### config.mk
export PLATFORM = sky130hd
export DESIGN_NAME = if_fetch_unit
export DESIGN_NICKNAME = d
export VERILOG_FILES = /design/src/rtl/cpu_pipe_pkg.sv /design/src/rtl/irq_edge_latch.sv /design/src/rtl/if_fetch_unit.sv
export SDC_FILE = /design/constraint.sdc
export NUM_CORES = 1
export LEC_CHECK = 0
export ABC_AREA = 1
export CAP_MARGIN = 20
export CORE_ASPECT_RATIO = 1.2
export CORE_UTILIZATION = 41
export CTS_CLUSTER_DIAMETER = 200
export DETAILED_ROUTE_END_ITERATION = 16
export PLACE_DENSITY = 0.84
export SLEW_MARGIN = 20
export SYNTH_ARGS = -nofsm -noshare
export SYNTH_HDL_FRONTEND = slang
export SYNTH_SLANG_ARGS = --single-unit
export TNS_END_PERCENT = 20
### constraint.sdc
create_clock -name clk -period 1.9 [get_ports clk]
set_input_delay 0.285 -clock clk [delete_from_list [all_inputs] [get_ports clk]]
set_output_delay 0.285 -clock clk [all_outputs]
set_load 0.01 [all_outputs]
### src/rtl/cpu_pipe_pkg.sv
// Shared pipeline constants and helpers for the fetch stage.
// Provides PC width, kernel-bit position, default vectors and next-PC helpers.
package cpu_pipe_pkg;

   localparam int unsigned PC_W       = 32;
   localparam int unsigned KERNEL_BIT = 31;
   localparam int unsigned OFF_W      = PC_W - 1;

   localparam logic [PC_W-1:0] RESET_PC_DEF  = 32'h8000_0000;
   localparam logic [PC_W-1:0] ILLOP_VEC_DEF = 32'h8000_0004;
   localparam logic [PC_W-1:0] IRQ_VEC_DEF   = 32'h8000_0008;

   typedef logic [PC_W-1:0] pc_t;

   // Redirect request from the resolving stage.
   typedef struct packed {
      logic valid;
      logic is_jr;
      pc_t  target;
   } redirect_t;

   // Sequential successor: kernel bit is sticky, the offset wraps within 31 bits.
   function automatic pc_t pc_plus4(input pc_t pc);
      logic [OFF_W-1:0] off;
      off = pc[OFF_W-1:0] + OFF_W'(4);
      return {pc[KERNEL_BIT], off};
   endfunction

   // Redirect destination: word aligned; only register targets may change privilege.
   function automatic pc_t redirect_pc(input pc_t cur, input pc_t tgt, input logic is_jr);
      pc_t  aligned;
      logic kbit;
      aligned = tgt & ~PC_W'(3);
      kbit    = is_jr ? tgt[KERNEL_BIT] : cur[KERNEL_BIT];
      return {kbit, aligned[OFF_W-1:0]};
   endfunction

endpackage : cpu_pipe_pkg

### src/rtl/irq_edge_latch.sv
// Interrupt request edge detector and pending latch.
// A rising edge of irq_i sets the pending bit; only an accept clears it.
// An edge arriving in the same cycle as an accept is dropped.
module irq_edge_latch (
   input  logic clk,
   input  logic rst_n,
   input  logic irq_i,
   input  logic accept_i,
   output logic pend_o
);

   logic irq_q;
   logic pend_q, pend_d;
   logic rise_c;

   assign rise_c = irq_i & ~irq_q;

   // Pending bit next state: accept dominates a coincident edge.
   always_comb begin
      pend_d = pend_q;
      if (accept_i) begin
         pend_d = 1'b0;
      end else if (rise_c) begin
         pend_d = 1'b1;
      end
   end

   // Previous-level flop and pending flop.
   always_ff @(posedge clk or negedge rst_n) begin
      if (!rst_n) begin
         irq_q  <= 1'b0;
         pend_q <= 1'b0;
      end else begin
         irq_q  <= irq_i;
         pend_q <= pend_d;
      end
   end

   assign pend_o = pend_q;

endmodule : irq_edge_latch

### src/rtl/if_fetch_unit.sv
// Instruction-fetch stage: PC register, next-PC selection and IRQ presentation.
// Optional performance counters are built when FETCH_PERF_CNT_EN is defined;
// otherwise fetch_cnt/stall_cnt read as zero and no counter flops exist.
module if_fetch_unit
   import cpu_pipe_pkg::*;
#(
   parameter logic [PC_W-1:0] RESET_PC  = RESET_PC_DEF,
   parameter logic [PC_W-1:0] ILLOP_VEC = ILLOP_VEC_DEF,
   parameter logic [PC_W-1:0] IRQ_VEC   = IRQ_VEC_DEF
) (
   input  logic            clk,
   input  logic            reset,
   input  logic            stall,
   input  logic            redirect_valid,
   input  logic [PC_W-1:0] redirect_target,
   input  logic            redirect_is_jr,
   input  logic            illop,
   input  logic            irq,
   output logic [PC_W-1:0] pc_out,
   output logic [PC_W-1:0] pc_plus4_out,
   output logic            irq_out,
   output logic [PC_W-1:0] epc_out,
   output logic [31:0]     fetch_cnt,
   output logic [31:0]     stall_cnt
);

   pc_t       pc_q, pc_d;
   pc_t       epc_q, epc_d;
   logic      irq_out_q;
   logic      irq_pend;
   logic      accept_c;
   redirect_t redir;

   assign redir = {redirect_valid, redirect_is_jr, redirect_target};

   // Interrupts are taken only in user mode on a quiet, unstalled cycle.
   assign accept_c = irq_pend & ~stall & ~pc_q[KERNEL_BIT] & ~illop & ~redir.valid;

   irq_edge_latch u_irq_latch (
      .clk      (clk),
      .rst_n    (reset),
      .irq_i    (irq),
      .accept_i (accept_c),
      .pend_o   (irq_pend)
   );

   // Next-PC priority: illop, redirect, IRQ accept, stall hold, sequential.
   always_comb begin
      pc_d  = pc_q;
      epc_d = epc_q;
      if (illop) begin
         pc_d  = ILLOP_VEC;
         epc_d = pc_q;
      end else if (redir.valid) begin
         pc_d = redirect_pc(pc_q, redir.target, redir.is_jr);
      end else if (accept_c) begin
         pc_d  = IRQ_VEC;
         epc_d = pc_q;
      end else if (!stall) begin
         pc_d = pc_plus4(pc_q);
      end
   end

   // PC, EPC and interrupt-taken flag registers.
   always_ff @(posedge clk or negedge reset) begin
      if (!reset) begin
         pc_q      <= RESET_PC;
         epc_q     <= '0;
         irq_out_q <= 1'b0;
      end else begin
         pc_q      <= pc_d;
         epc_q     <= epc_d;
         irq_out_q <= accept_c;
      end
   end

   assign pc_out       = pc_q;
   assign pc_plus4_out = pc_plus4(pc_q);
   assign irq_out      = irq_out_q;
   assign epc_out      = epc_q;

`ifdef FETCH_PERF_CNT_EN
   logic [31:0] fetch_cnt_q, fetch_cnt_d;
   logic [31:0] stall_cnt_q, stall_cnt_d;

   // Fetch counts every unstalled cycle; stall counts stalls not overridden by illop/redirect.
   always_comb begin
      fetch_cnt_d = fetch_cnt_q;
      stall_cnt_d = stall_cnt_q;
      if (!stall) begin
         fetch_cnt_d = fetch_cnt_q + 32'd1;
      end
      if (stall & ~illop & ~redir.valid) begin
         stall_cnt_d = stall_cnt_q + 32'd1;
      end
   end

   // Counter registers, wrapping naturally at 2^32.
   always_ff @(posedge clk or negedge reset) begin
      if (!reset) begin
         fetch_cnt_q <= '0;
         stall_cnt_q <= '0;
      end else begin
         fetch_cnt_q <= fetch_cnt_d;
         stall_cnt_q <= stall_cnt_d;
      end
   end

   assign fetch_cnt = fetch_cnt_q;
   assign stall_cnt = stall_cnt_q;
`else
   assign fetch_cnt = '0;
   assign stall_cnt = '0;
`endif

endmodule : if_fetch_unit
# Yosys cells after proc, flatten, opt, wreduce, memory -nomap -nowiden
# Cells that the tools add are included.
[op_classes] add_sub_neg=1 n_eq_ne=3 mux=10 n_bitwise=10 reduce_logical=5
[op_table] operator="two-way mux 32 bit" n=6
[op_table] operator="adder 31 x 3 -> 31 bit, second input constant" n=1
[op_table] operator="two-way mux 31 bit" n=1
[op_table] operator="bitwise AND 1 bit" n=5
[op_table] operator="inverter 1 bit" n=5
[op_table] operator="inequality test 4 x 1 -> 1 bit, second input constant" n=1
[op_table] operator="AND reduction 2 bit" n=2
[op_table] operator="nonzero test 2 bit" n=2
[op_table] operator="two-way mux 1 bit" n=3
[op_table] operator="inequality test 3 x 1 -> 1 bit, second input constant" n=1
[op_table] operator="nonzero test 3 bit" n=1
[op_table] operator="inequality test 2 x 1 -> 1 bit, second input constant" n=1
[totals] register_bits=67 in_bits=39 out_inout_bits=161 wordCells=35

# Longest topological paths before layout
# Gate-level depths: netlist (run 1).
[logic_depth] depth_word=8 ltp_mapped=12 depth_no_buf=12

# Cells and area by module
# Synthesis (run 1) repeated with hierarchy kept, for this count alone.
[unflattened] cells_unflattened=575 hier_area_um2=4162.7
[by_module_without_submodules] module="if_fetch_unit" instances=1 cells_each=569 area_each_um2=4092.7 seq_area_each_um2=1527.7
[by_module_without_submodules] module="irq_edge_latch" instances=1 cells_each=6 area_each_um2=70.1 seq_area_each_um2=50.0

# Worst setup path after synthesis (run 1)
# OpenSTA, ideal clock, no wires.
[synth_path] path_type="flip-flop to output port" start="register pc_q[3], in the netlist pc_out[3]" end="output port pc_plus4_out[26]" arrival_ns=1.379 slack_ns=0.236 path_stages_with_launch=8 n_path_buf=0 path_cell_list="dfrtp_1 ha_1 nand2_1 nor2_2 nand2_4 nor2_8 nand3_1 and2_1"
[synth_between] elab_chain_len=1
[synth_lines] item="start, declared" line_no="if_fetch_unit.sv:27" source="pc_t pc_q, pc_d;"
[synth_lines] item="start signal, assigned" line_no="if_fetch_unit.sv:71" source="pc_q <= pc_d;"
[synth_lines] item="adder 31 x 3 -> 31 bit" line_no="cpu_pipe_pkg.sv:25" source="off = pc[OFF_W-1:0] + OFF_W'(4);"
[synth_lines] item="end, declared" line_no="if_fetch_unit.sv:20" source="output logic [PC_W-1:0] pc_plus4_out,"
# No other way between the ends.

# Worst setup path in the final report (run 1)
[layout_path] start="register pc_q[3], in the netlist pc_out[3]" end="output port pc_plus4_out[20]"
# Same word-level chain as after synthesis.

==> results of run 1 <==
==> final cells by class <==
| class | instances | area share [%] |
|---|---|---|
| Multi-Input combinational cell | 468 | 35.68 |
| Clock inverter | 3 | 0.6357 |
| Timing Repair Buffer | 207 | 29.74 |
| Sequential cell | 63 | 25.07 |
| Clock buffer | 13 | 4.291 |
| Inverter | 36 | 2.145 |
| Tap cell | 123 | 2.443 |
==> repair_timing <==
item | in CTS | in global routing
hold buffers | 1 | 0
endpoints found under the setup margin | 29 | 29
hold endpoints to repair | 20 | 0
gates resized for setup | 120 | 22
pin swaps | 19 | 9
setup buffers | 16 | 5
==> power breakdown <==
| group | total, mW | internal [mW] | switching (mW) |
|---|---|---|---|
| Sequential | 1.53 | 1.44 | 0.0806 |
| Clock | 1.71 | 1.12 | 0.589 |
| Combinational | 1.02 | 0.496 | 0.525 |
==> worst max-delay path: stages, from the launching register on <==
cell      delay [ps]
dfrtp_1          410
ha_4             180
nand2_4           60
nor2_4           100
nand2_4          100
nor2_4           180
buf_6            130
nand3b_1          70
nand2_1          100
buf_2            150
==> final timing paths <==
kind	to	slack, ps
min reg2reg	epc_out[11]	480
max	pc_plus4_out[20]	-210
min in group asynchronous	epc_out[22]	480
min	u_irq_latch.irq_q	420
max reg2reg	pc_out[20]	-90
max in group asynchronous	pc_out[2]	820
==> Yosys cell counts, types with 2 or more instances <==
master | n | area (µm²)
xor2_2 | 5 | 81.33
buf_4 | 71 | 533.0
and2_1 | 7 | 43.79
clkbuf_1 | 7 | 26.28
nand2_1 | 279 | 1047
inv_2 | 4 | 15.01
xor2_1 | 7 | 61.31
nand3b_1 | 4 | 30.03
o21ai_0 | 29 | 145.1
a21oi_1 | 3 | 15.01
nand3_1 | 13 | 65.06
dfrtp_1 | 62 | 1551
nor2_4 | 4 | 45.04
buf_2 | 7 | 35.03
nor2_1 | 29 | 108.9
nor2_2 | 9 | 56.30
nand2_2 | 2 | 12.51
inv_1 | 31 | 116.4
==> sequential cells by signal, indices dropped and copies added, names as in the netlist <==
name and count:
u_irq_latch.irq_q 1, u_irq_latch.pend_o 1, epc_out 30, pc_out 30, irq_out 1
==> cells by family after synthesis <==
kind of cell / count (synthesis) / synth area share, %
AO/OA/AOI/OAI: 34 / 4.309
XOR/XNOR: 12 / 3.484
adder cells (fa/ha/maj): 1 / 0.3056
buffers and inverters: 121 / 17.82
flip-flops: 63 / 38.54
other: 1 / 0.09160
AND/OR/NAND/NOR: 351 / 35.45
==> per-stage QoR <==
stage / power (mW) / setup WS (ps) / std cells
final: 4.253 / -210.6 / 913
after global routing: 4.446 / -308.3 / 913
after CTS: 4.245 / -235.1 / 908
after detailed placement: 2.512 / -256.7 / 875
after global placement: 2.492 / -212.7 / 875
after floorplan: 2.028 / 235.5 / 652
==> per-layer routing <==
metal | wire, µm | vias to the layer above | global-route usage (%)
li1 | - | 2030 | -
met1 | 4997 | 2030 | 29.21
met4 | 437 | 0 | 12.31
met3 | 671 | 37 | 4.781
met5 | 0 | - | 0
met2 | 6788 | 186 | 45.69
==> reports/results.tsv, run 1 <==
metric	value	unit
status	complete, but fails checks	
violations	setup timing	
grt_first_pass_wirelength	20610	µm
ys.flop_type	dfrtp_1	
path_clk_slew	50	ps
design_area	6299	µm²
drive_above_1_share	22.78	%
slew_headroom	61.26	%
worstHoldPathType	input port to flop	
slew_violations	0	
post-dp-hpwl	9365	µm
vdd_drop_max	0.5577	mV
rows	39	
antenna_cells	0	
initial_utilization	42.59	%
viasPerCell	4.691	
holdWs	422.2	ps
syn_area	4094	µm²
fin_nets	825	
ctsHtreeMaxLevel	3	
finalClockSkew	6.148	ps
multi_input_area	2247	µm²
fin_ws	-210.6	ps
fin_setup_tns	-3808	ps
cap_violations	0	
hold_viol	0	
die_w	93.22	µm
worstPathArrival	1830	ps
top_level_ports	200	
wirelength	12890	µm
rsz0062_at_grt	yes	
grt_pass1_vias	4268	
synthCells	583	
path_class	flop to output pin	
firstDrtPassIters	6	
nFillCells	806	
port_buffers	127	
ys_seq_area_share	38.54	%
avgRoutedWirePerCell	14.12	µm
startpoint	pc_out[3]	
cp-start-kind	flop	
cts_tree	yes	
fmax	0.4738	GHz
grt_max_degree	33	
power-per-cell-area	675.2	nW/µm²
period_needed	2111	ps
async_flop_share	100.0	%
dieArea	10390	µm²
hp-start	irq	
cp.required	1620	ps
grt_usage	25.68	%
coreArea	9613	µm²
setup_violations	28	
cts_buffer_depth	2	
hold_depth	1	
yosysWarningCount	0	
ant_nets	0	
vias	4283	
worstSetupEndpointType	output pin	
syn_area_per_cell	7.022	µm²
most-common-layout-cells	271 x nand2_1, 97 x clkdlybuf4s50_1, 70 x conb_1, 70 x buf_4, 61 x dfrtp_1	
dpl_cell_area	5657	µm²
reg2reg_from	pc_out[3]	
min_period_over_period	111.1	%
antenna_found_initial	0	
clkLatencyLatePin	340	ps
drcViolationCount	0	
area_growth	53.85	%
cts-root-buf	clkbuf_16	
utilization	65.52	%
cts.sinks	63	
grt_overflow_total	0	
place_congestion	0.9366	
cts-buffers-inserted	9	
r2r_cells	16	
power.leakage	3.274	nW
synth.distinct_cells	28	
drt_iter0_markers	245	
ys_ff_latch	63	
synth_edf_count	0	
regArea	1579	µm²
fp.dieH	111.5	µm
final_common_cell	nand2_1	
tightest_slew	581.1	ps
path_max_fanout	4	
Power figures use the tool's default switching activity.
==> inputs of run 2 (changes only) <==
CTS_CLUSTER_DIAMETER = 150   (was 200)
==> results of run 2 <==
The final DEF is identical to that of run 1; final timing and power are the same.
==> inputs of run 3 (changes only) <==
--- a/config.mk
+++ b/config.mk
@@ -13,4 +13,5 @@
 export DETAILED_ROUTE_END_ITERATION = 16
 export PLACE_DENSITY = 0.84
+export SETUP_SLACK_MARGIN = 0.3
 export SLEW_MARGIN = 20
 export SYNTH_ARGS = -nofsm -noshare
==> constraint.sdc (replaced) <==
create_clock -name clk -period 1.9 [get_ports clk]
set_input_delay 0.38 -clock clk [delete_from_list [all_inputs] [get_ports clk]]
set_output_delay 0.38 -clock clk [all_outputs]
set_load 0.01 [all_outputs]
==> reports/results.tsv, run 3 (synthesis gave the netlist of run 1 again) <==
metric	value	unit	change
violations	setup timing		unchanged
power-per-cell-area	619.0	nW/µm²	was 675.2 nW/µm²
crit_end	pc_plus4_out[20]		unchanged
hold_buffers	0		was 1
area_growth	60.21	%	was 53.85%
regArea	1583	µm²	was 1579 µm²
rsz0062_at_grt	yes		unchanged
vias	4408		was 4283
cp.required	1520	ps	was 1620 ps
fin_cells	929		was 913
intPower	2.866	mW	was 3.058 mW
min_period_over_period	116.1	%	was 111.1%
hold_viol	0		unchanged
period_needed	2205	ps	was 2111 ps
rrSetupSlack	-140	ps	was -90 ps
die_w	93.22	µm	unchanged
antenna_found_initial	0		unchanged
power_frac_clock	36.8	%	was 40.1%
total_power	4.060	mW	was 4.253 mW
viasPerCell	4.745		was 4.691
finalClockSkew	7.640	ps	was 6.148 ps
nFillCells	788		was 806
avgRoutedWirePerCell	14.75	µm	was 14.12 µm
port_buffers	127		unchanged
cts_tree	yes		unchanged
startpoint	pc_out[3]		unchanged
slew_violations	0		unchanged
fin_ws	-305.1	ps	was -210.6 ps
cp-start-kind	flop		unchanged
coreArea	9613	µm²	unchanged
worstSetupEndpointType	output pin		unchanged
r2r_cells	18		was 16
status	complete, but fails checks		unchanged
wirelength	13700	µm	was 12890 µm
p_sw_share	29.41	%	was 28.09%
grt_overflow_total	0		unchanged
post-dp-hpwl	9274	µm	was 9365 µm
fmax	0.4535	GHz	was 0.4738 GHz
final_common_cell	nand2_1		unchanged
path_clk_slew	60	ps	was 50 ps
p_comb_share	25.7	%	was 24.0%
clkLatencyLatePin	330	ps	was 340 ps
cts_buffer_depth	2		unchanged
worstPathArrival	1830	ps	about the same
drt_iter0_markers	231		was 245
fin_nets	843		was 825
dp_cells	879		was 875
grt_max_degree	64		was 33
worstHoldPathType	input port to async pin		was input port to flop
grt_pass1_vias	4233		was 4268
rows	39		unchanged
antenna_cells	0		unchanged
power.leakage	3.766	nW	was 3.274 nW
path_class	flop to output pin		unchanged
p_switching	1.194	mW	was 1.195 mW
grt_first_pass_wirelength	20410	µm	was 20610 µm
vdd_drop_max	0.3852	mV	was 0.5577 mV
cts-root-buf	clkbuf_16		unchanged
cap_violations	0		unchanged
grt_usage	25.13	%	was 25.68%
drive_above_1_share	30.89	%	was 22.78%
ant_nets	0		unchanged
holdWs	61.68	ps	was 422.2 ps
cts-buffers-inserted	9		unchanged
firstDrtPassIters	6		unchanged
fp.dieH	111.5	µm	unchanged
most-common-layout-cells	242 x nand2_1, 76 x buf_4, 70 x conb_1		was 271 x nand2_1, 97 x clkdlybuf4s50_1, 70 x conb_1, 70 x buf_4, 61 x dfrtp_1
path_max_fanout	4		unchanged
initial_utilization	42.59	%	unchanged
reg2reg_from	pc_out[14]		was pc_out[3]
setup_violations	28		unchanged
reg2reg_to	pc_out[28]		was pc_out[20]
dieArea	10390	µm²	unchanged
seq_power_share	37.5	%	was 35.9%
drcViolationCount	0		unchanged
cts.sinks	63		unchanged
ctsHtreeMaxLevel	3		unchanged
top_level_ports	200		unchanged
multi_input_area	2401	µm²	was 2247 µm²
place_congestion	0.9046		was 0.9366
run 3: worst max-delay path: stages (launching register included):
cell and delay (ps):
dfrtp_2 420, ha_4 170, nand2_4 60, nor2_4 90, nand2_4 110, nor2_4 160, buf_4 140, nand2_1 40
nand2_1 70, nand2_2 70, buf_2 140
run 3: worst min-delay path by stage:
stage / from / slack, ps / end
floorplan: reset / 80 / epc_out[10]
global placement: reset / 420 / epc_out[26]
detailed placement: reset / 430 / epc_out[26]
CTS: reset / 80 / epc_out[26]
global route: reset / 80 / epc_out[30]
finish: reset / 60 / epc_out[30]
run 3: final cells by class:
| class | instances | share of cell area [%] |
|---|---|---|
| clock buffers | 13 | 3.968 |
| clock inverters | 1 | 0.07631 |
| inverters | 36 | 2.098 |
| multi-input cells | 468 | 36.61 |
| flip-flops and latches | 63 | 24.13 |
| well taps | 123 | 2.346 |
| repair buffers | 225 | 30.77 |
run 3: what timing repair did:
| item | CTS | global route |
|---|---|---|
| setup endpoints to repair | 83 | 66 |
| resized for setup | 184 | 126 |
| setup buffers | 27 | 9 |
| pin swaps | 29 | 45 |
run 3: power groups by stage:
stage                     clock [mW]  sequential [mW]  combinational (mW)
after floorplan                    0             1.60               0.434
after global placement             0             1.53               0.969
after detailed placement           0             1.54               0.986
after CTS                       1.51             1.51               0.960
after global routing            1.58             1.53                1.13
final                           1.49             1.52                1.04
run 3: metrics by stage:
step           setup WS [ps]  cell area [µm²]  setup TNS, ps  utilization [%]
5_1_grt               -380.7             6559          -7190            68.23
3_3_place_gp          -299.2             5718          -5366            59.48
3_5_place_dp          -346.0             5718          -6398            59.48
6_report              -305.1             6559          -5075            68.23
4_1_cts               -317.1             6181          -5370            64.30
2_1_floorplan          214.9             4372              0                -
run 3: layer usage:
layer,global-route usage [%],up-vias,wire length (µm)
li1,-,2061,-
met1,29.34,2071,5299
met2,45.49,232,7191
met3,3.825,44,769
met4,9.846,0,442
met5,0,-,0
==> RTL change: new RTL, settings of run 2 <==
Put one more register stage on the output `irq_out`, without a reset. The value now appears one clock later. The other outputs are not delayed to match.
--- a/src/rtl/if_fetch_unit.sv
+++ b/src/rtl/if_fetch_unit.sv
@@ -76,7 +76,9 @@
 
    assign pc_out       = pc_q;
    assign pc_plus4_out = pc_plus4(pc_q);
-   assign irq_out      = irq_out_q;
+   always_ff @(posedge clk) begin
+      irq_out <= irq_out_q;
+   end
    assign epc_out      = epc_q;
 
 `ifdef FETCH_PERF_CNT_EN
Check against the original RTL: not equivalent (a bounded check fails within 4 cycles, from zero or initial values and one cycle with reset low).
==> RTL change against run 2 <==
  * The flow still finishes with violations (setup timing)
  * Worst setup slack worse by 0.0035 ns
  * Via count down 0.70%
  * Critical path type unchanged
  * Count of clock-buffer cells in the layout up 1
  * Synthesized area up 0.49%
  * Hold slack worse by 0.083 ns
  * Register-to-register slack worse by 0.03 ns
  * Synthesized cell count up 0.17%
  * Total power up 4.0%
  * Global-route usage down 0.44 points
  * Sequential cell count up 1
  * Wire length up 0.17%
  * Non-clock buffer count up 8
  * Final area up 2.2%
==> RTL change: results (changes against run 2) <==
status: "complete, but fails checks"
violations: "setup timing"
final.setup.tns_ns: -3.06  # +0.745 ns
r2r_slack_ns: -0.12  # -0.03 ns
viasPerCell: 4.61  # -1.7%
vdd.ir_drop.worst_mv: 0.414  # -26%
grt_use_met3: 0.0396  # -0.00820
synth-compound-area-share: 0.0429  # -0.000210
grt.met2_usage: 0.460  # +0.00294
synth_cell_types: 29  # +3.6%
hold_depth: 0  # -1
seq_area_frac_synth: 0.388  # +0.00299
first_global_vias: 4176  # -2.2%
max_slew_margin: 0.663  # +0.0505
routed_wl_um: 12900  # +0.17%
met1_usage: 0.291  # -0.00113
final_nets: 834  # +1.1%
gp_congestion: 0.869  # -7.2%
power_switching_share: 0.271  # -0.00997
r2r_end: "pc_out[13]"
drt-initial-drc-count: 195  # -20%
netlist_top_cells_area: "dfrtp_1, nand2_1, buf_4"
power_leakage_uw: 0.00336  # +2.6%
drive_gt1_frac: 0.255  # +0.0275
synth-adder-area-share: 0.00304  # -0.0000149
final_core_util: 0.670  # +0.0143
track_usage: 0.252  # -0.00437
wl_met1_um: 5030  # +0.70%
fin_ws_ns: -0.214  # -0.00353 ns
grt_pass1_wl_um: 20400  # -1.1%
synth_xor_area_frac: 0.0347  # -0.000170
routed-wl-met2_um: 6900  # +1.6%
wl_met3_um: 636  # -5.2%
setup_viol: 24  # -14%
hold-path-endpoint: "irq_out"
r2r-start: "pc_out[8]"
post-place-cells: 882  # +0.80%
dp_hpwl_um: 9540  # +1.9%
hold_start: "irq_out_q"
RTL change: changes by cell type after synthesis:
cell,run 2,this run
dfxtp_1,0,1
RTL change: stage by stage:
stage / setup WS [ns] / hold WS (ns)
floorplan: 0.236 / -0.0106
CTS: -0.202 / 0.340
global route: -0.268 / 0.350
finish: -0.214 / 0.339
global placement: -0.214 / 0.272
detailed placement: -0.255 / 0.288
RTL change: how the worst max path moves through the flow:
stage / startpoint / to / cells after the start
floorplan: pc_out[3] / pc_plus4_out[26] / 7
global placement: pc_out[3] / pc_plus4_out[26] / 9
detailed placement: pc_out[2] / pc_plus4_out[12] / 7
CTS: pc_out[3] / pc_plus4_out[12] / 8
global route: pc_out[8] / pc_plus4_out[21] / 9
finish: pc_out[8] / pc_plus4_out[21] / 9
RTL change: final cells by class:
cell class,instances,share of cell area
inverters,36,0.0214
flip-flops and latches,64,0.248
multi-input cells,468,0.356
well taps,123,0.0239
clock inverters,2,0.00933
clock buffers,14,0.0426
repair buffers,215,0.299
RTL change: worst max-delay path: stages (launching register included):
cell     delay (ns)
dfrtp_1        0.39
nand2_1        0.18
nor2_4         0.18
nand2_4        0.09
nor2_4         0.15
buf_6          0.14
nand2_2        0.06
nand2_2        0.07
and2_4         0.15
buf_6          0.09
RTL change: timing repair:
action,in CTS,in global routing
gates resized for setup,138,39
hold buffers,1,0
endpoints found under the hold margin,19,0
buffers inserted,18,5
endpoints found under the setup margin,28,28
pin swaps,20,22
RTL change: power by group through the flow:
stage	Sequential [µW]	Clock (µW)	Combinational [µW]
CTS	1540	1850	998
floorplan	1620	0	430
global placement	1560	0	970
finish	1550	1840	1030
global route	1560	1910	1110
detailed placement	1560	0	983
